<file path="src/rtl/serial_addsub_pkg.sv">
// rtl/serial_addsub_pkg.sv - shared types and constants for the bit-serial add/subtract sequencer
package serial_addsub_pkg;

  typedef enum logic [1:0] {
    IDLE = 2'd0,
    RUN  = 2'd1,
    DONE = 2'd2
  } state_t;

  localparam logic OP_ADD = 1'b0;
  localparam logic OP_SUB = 1'b1;

  localparam int DEFAULT_W = 8;

endpackage

</file>
<file path="src/rtl/serial_fa_slice.sv">
// rtl/serial_fa_slice.sv - combinational 1-bit full-adder slice
module serial_fa_slice (
  input  logic x,
  input  logic y,
  input  logic c,
  output logic s,
  output logic co
);

  assign s  = x ^ y ^ c;
  assign co = (x & y) | (x & c) | (y & c);

endmodule

</file>
<file path="src/rtl/serial_addsub_ctrl.sv">
// rtl/serial_addsub_ctrl.sv - bit-serial add/subtract sequencer driving one full-adder slice
// Optional: SERIAL_ADDSUB_OVF_EN enables the signed overflow output.
module serial_addsub_ctrl
  import serial_addsub_pkg::*;
#(
  parameter int W = DEFAULT_W
) (
  input  logic         clk,
  input  logic         rst_n,
  input  logic         start,
  input  logic         op_sub,
  input  logic [W-1:0] a_in,
  input  logic [W-1:0] b_in,
  input  logic         abort,
  output logic         busy,
  output logic         done,
  output logic [W-1:0] result,
  output logic         cout,
  output logic         ovf
);

  localparam int CW = (W > 1) ? $clog2(W) : 1;

  state_t state, state_next;
  logic load, step, finish;

  logic [W-1:0]  a_sr, b_sr, r_sr, r_next;
  logic [CW-1:0] cnt;
  logic          carry, sub_q;
  logic          slice_y, slice_s, slice_co;
  logic          last_bit;

  assign last_bit = (cnt == CW'(W - 1));
  // The subtrahend is inverted bit by bit; the +1 comes from the carry seed.
  assign slice_y  = b_sr[0] ^ sub_q;
  assign r_next   = {slice_s, r_sr[W-1:1]};

  serial_fa_slice u_slice (
    .x  (a_sr[0]),
    .y  (slice_y),
    .c  (carry),
    .s  (slice_s),
    .co (slice_co)
  );

  always_ff @(posedge clk or negedge rst_n) begin
    if (!rst_n) begin
      state <= IDLE;
    end else begin
      state <= state_next;
    end
  end

  always_comb begin
    state_next = state;
    load       = 1'b0;
    step       = 1'b0;
    finish     = 1'b0;
    case (state)
      IDLE: begin
        if (start) begin
          load       = 1'b1;
          state_next = RUN;
        end
      end
      RUN: begin
        if (abort) begin
          state_next = IDLE;
        end else begin
          step = 1'b1;
          if (last_bit) begin
            finish     = 1'b1;
            state_next = DONE;
          end
        end
      end
      DONE:    state_next = IDLE;
      default: state_next = IDLE;
    endcase
  end

`ifdef SERIAL_ADDSUB_OVF_EN
  logic ovf_q;
  assign ovf = ovf_q;
`else
  assign ovf = 1'b0;
`endif

  always_ff @(posedge clk or negedge rst_n) begin
    if (!rst_n) begin
      a_sr   <= '0;
      b_sr   <= '0;
      r_sr   <= '0;
      cnt    <= '0;
      carry  <= 1'b0;
      sub_q  <= 1'b0;
      result <= '0;
      cout   <= 1'b0;
`ifdef SERIAL_ADDSUB_OVF_EN
      ovf_q  <= 1'b0;
`endif
    end else if (load) begin
      a_sr  <= a_in;
      b_sr  <= b_in;
      r_sr  <= '0;
      cnt   <= '0;
      carry <= (op_sub == OP_SUB);
      sub_q <= (op_sub != OP_ADD);
    end else if (step) begin
      a_sr  <= a_sr >> 1;
      b_sr  <= b_sr >> 1;
      r_sr  <= r_next;
      cnt   <= cnt + CW'(1);
      carry <= slice_co;
      if (finish) begin
        result <= r_next;
        cout   <= slice_co;
`ifdef SERIAL_ADDSUB_OVF_EN
        // carry still holds the carry into the MSB on this edge
        ovf_q  <= carry ^ slice_co;
`endif
      end
    end
  end

  assign busy = (state != IDLE);
  assign done = (state == DONE);

endmodule
</file>
<file path="config.mk">
export PLATFORM = sky130hd
export DESIGN_NAME = serial_addsub_ctrl
export DESIGN_NICKNAME = d
export VERILOG_FILES = /design/src/rtl/serial_addsub_pkg.sv /design/src/rtl/serial_fa_slice.sv /design/src/rtl/serial_addsub_ctrl.sv
export SDC_FILE = /design/constraint.sdc
export NUM_CORES = 1
export LEC_CHECK = 0
export BUFFER_PORTS_ARGS = -buffer_cell sky130_fd_sc_hd__buf_2
export CORE_ASPECT_RATIO = 1.4
export CORE_MARGIN = 1
export CORE_UTILIZATION = 38
export DETAILED_ROUTE_END_ITERATION = 7
export HOLD_SLACK_MARGIN = 0.06
export MAX_ROUTING_LAYER = met4
export PLACE_DENSITY = 0.63
export SYNTH_ARGS = -nofsm -noshare
export SYNTH_HDL_FRONTEND = slang
export SYNTH_HIERARCHICAL = 1
export SYNTH_SLANG_ARGS = --single-unit
</file>
<file path="constraint.sdc">
create_clock -name clk -period 2.4 [get_ports clk]
set_clock_uncertainty 0.15 [all_clocks]
set_input_delay 0.48 -clock clk [delete_from_list [all_inputs] [get_ports clk]]
set_output_delay 0.48 -clock clk [all_outputs]
set_load 0.03 [all_outputs]
</file>
==> metrics.yaml <==
run_status: "completed"
vias: 1228
rows: 28
synth_cell_types: 23
synth_edf_count: 0
clkPwrFrac_pct: 27.2
crit_end: "busy"
ant_nets: 0
r2r-end: "cnt[0]"
n_antenna_cell: 0
path_clk_slew_ns: 0.07
grt_pass1_vias: 1231
drtIter0Drc: 41
seq_area_frac_synth_pct: 57.9
maxCapViolations: 0
ys_warn_count: 6
met3_usage_pct: 4.30
startpoint: "state[1]"
crit_path_end_kind: "output port"
cts-buffers-inserted: 5
grt_pass1_wl_um: 5550
die_area_um2: 4710
clockBufferDepth: 2
port-buffer-count: 31
ff2ff_setup_slack_ns: 0.59
cts_resized: 0
synthTopCellsByCount: "39 x dfrtp_1, 33 x a21oi_1, 32 x nand2_1"
grtUsageTotal_pct: 16.3
slew_headroom_pct: 43.9
ys_ff_latch: 39
grt_overflow: 0
final_nets: 214
worstPathRequired_ns: 1.77
r2r_start: "state[1]"
layout-drive-gt1-share_pct: 22.5
reg2reg_depth: 3
grt_use_met1_pct: 19.1
yosys_most_used_dff: "dfrtp_1"
syn_to_final_growth_pct: 15.2
p_switching_uw: 456
hpwl_um: 2050
rsz0062_at_grt: "false"
synth.area.top_cells: "dfrtp_1 58%, a21oi_1 9.8%, nand2_1 7.1%, mux2_1 6.0%, nor2_1 3.1%"
cts_setup_buffers: 0
final.setup.worst_slack_ns: 0.530
insertion_delay_ns: 0.29
dp_slack_ns: 0.489
power_leakage_uw: 0.000983
synth_most_common_cell: "dfrtp_1"
gp_congestion: 0.719
cts_hold_buf: 0
hold_viol: 0
cp-start-kind: "flip-flop"
dr.pass1.iters: 4
pwr-share-seq_pct: 53.9
vias_per_cell: 4.89
die_h_um: 80.8
worstSetupPathType: "reg -> out"
arrival_ns: 1.24
wl_per_cell_um: 12.3
ioPinCount: 33
syn_inst: 161
drcViolationCount: 0
synth_area_leader_cell: "dfrtp_1"
fillCellCount: 423
worstMarginPinSlew_ns: 0.841
vdd_ir_drop_max_uv: 289
hp-class: "in -> async"
start_util_pct: 39.8
core_area_um2: 4240
syn_nets: 185
synth-async-reset-ratio_pct: 100
p_int_uw: 1090
syn_area_per_cell_um2: 10.5
tns_ns: 0
grt_use_met2_pct: 25.5
antenna_found_initial: 0
die-width_um: 58.3
totalWireLength_um: 3090
grt_max_degree: 40
grt-busiest-layer: "met2"
p_sw_share_pct: 29.4
period_needed_ns: 1.87
fmax_mhz: 535
ctsHtreeMaxLevel: 2
cts.sinks: 39
powerDensity_nw_per_um2: 798
crit_fanout: 6
clockRootBuffer: "clkbuf_8"
fin_crit_sh_pct: 77.9
synth_top_area_share_pct: 57.9
cts_tree: "built"
comb_power_share_pct: 18.9
setup_viol: 0
drv_slew: 0
utilization_pct: 45.8
syn_area_um2: 1690
==> registers in the layout, indices dropped and copies added (netlist names) <==
register / count
sub_q: 1
a_sr: 8
cout: 1
result: 8
carry: 1
b_sr: 8
r_sr: 7
cnt: 3
state: 2
==> area by class of cell <==
cell class | instances | area, um^2 | area share, %
Sequential cell | 39 | 976 | 50.3
Multi-Input combinational cell | 111 | 639 | 32.9
Timing Repair Buffer | 33 | 170 | 8.76
Clock buffer | 7 | 76.3 | 3.93
Tap cell | 60 | 75.1 | 3.87
Clock inverter | 1 | 5.00 | 0.258
==> per-stage QoR <==
| stage | area (um^2) | std cells | hold slack (ns) | total power, uW |
|---|---|---|---|---|
| floorplan | 1690 | 161 | 0.0344 | 1060 |
| global placement | 1860 | 243 | 0.312 | 1140 |
| detailed placement | 1860 | 243 | 0.319 | 1140 |
| CTS | 1940 | 251 | 0.174 | 1570 |
| global route | 1940 | 251 | 0.218 | 1650 |
| finish | 1940 | 251 | 0.140 | 1550 |
==> power groups by stage <==
stage / clock network (uW) / logic [uW] / registers [uW]
after floorplan: 0 / 222 / 835
after global placement: 0 / 291 / 845
after detailed placement: 0 / 296 / 848
after CTS: 435 / 297 / 836
after global routing: 458 / 338 / 850
final: 422 / 293 / 835
==> metal layers <==
layer / share of wire, % / vias up / routed length [um]
li1: - / 598 / -
met2: 48 / 26 / 1470
met3: 3.7 / 7 / 114
met1: 46 / 597 / 1430
met5: 0 / - / 0
met4: 2.4 / 0 / 75
==> layout by cell type (no fill, tap or decap), drive strengths merged, types with 2 or more instances in the layout <==
cell,instances
or3b,2
nand3,3
ha,2
clkbuf,7
nor2,14
dfrtp,39
a22o,4
mux2,9
o21ai,2
buf,33
a21oi,33
nand2,32
nor3b,2
a22oi,2
==> logic make-up (layout without fill, tap and decap cells) <==
group                      count (synthesis)  after routing  synth area share (%)
AOI/OAI and AO/OA                         41             41                  13.4
xor gates and xnor gates                   1              1                 0.520
adders and majority gates                  3              3                  2.67
buffers and inverters                     11             41                  4.16
DFF                                       39             39                  57.9
muxes                                      9              9                  6.01
other                                      1              1                 0.223
and+or+nand+nor                           56             56                  15.1
==> worst max-delay path, cell delays in order, from the launching register on <==
cell and delay [ns]:
dfrtp_1 0.46, or2_2 0.31, buf_2 0.18
==> worst min-delay path by stage <==
stage | depth (start not counted) | endpoint | start | slack [ns]
final | 1 | r_sr[2] | rst_n | 0.14
after global routing | 1 | r_sr[2] | rst_n | 0.22
after CTS | 1 | r_sr[1] | rst_n | 0.17
after detailed placement | 1 | result[3] | result[3] | 0.32
after global placement | 1 | result[5] | result[5] | 0.31
after floorplan | 0 | a_sr[0] | rst_n | 0.03
Note: power is estimated with default switching activity, not from simulation.
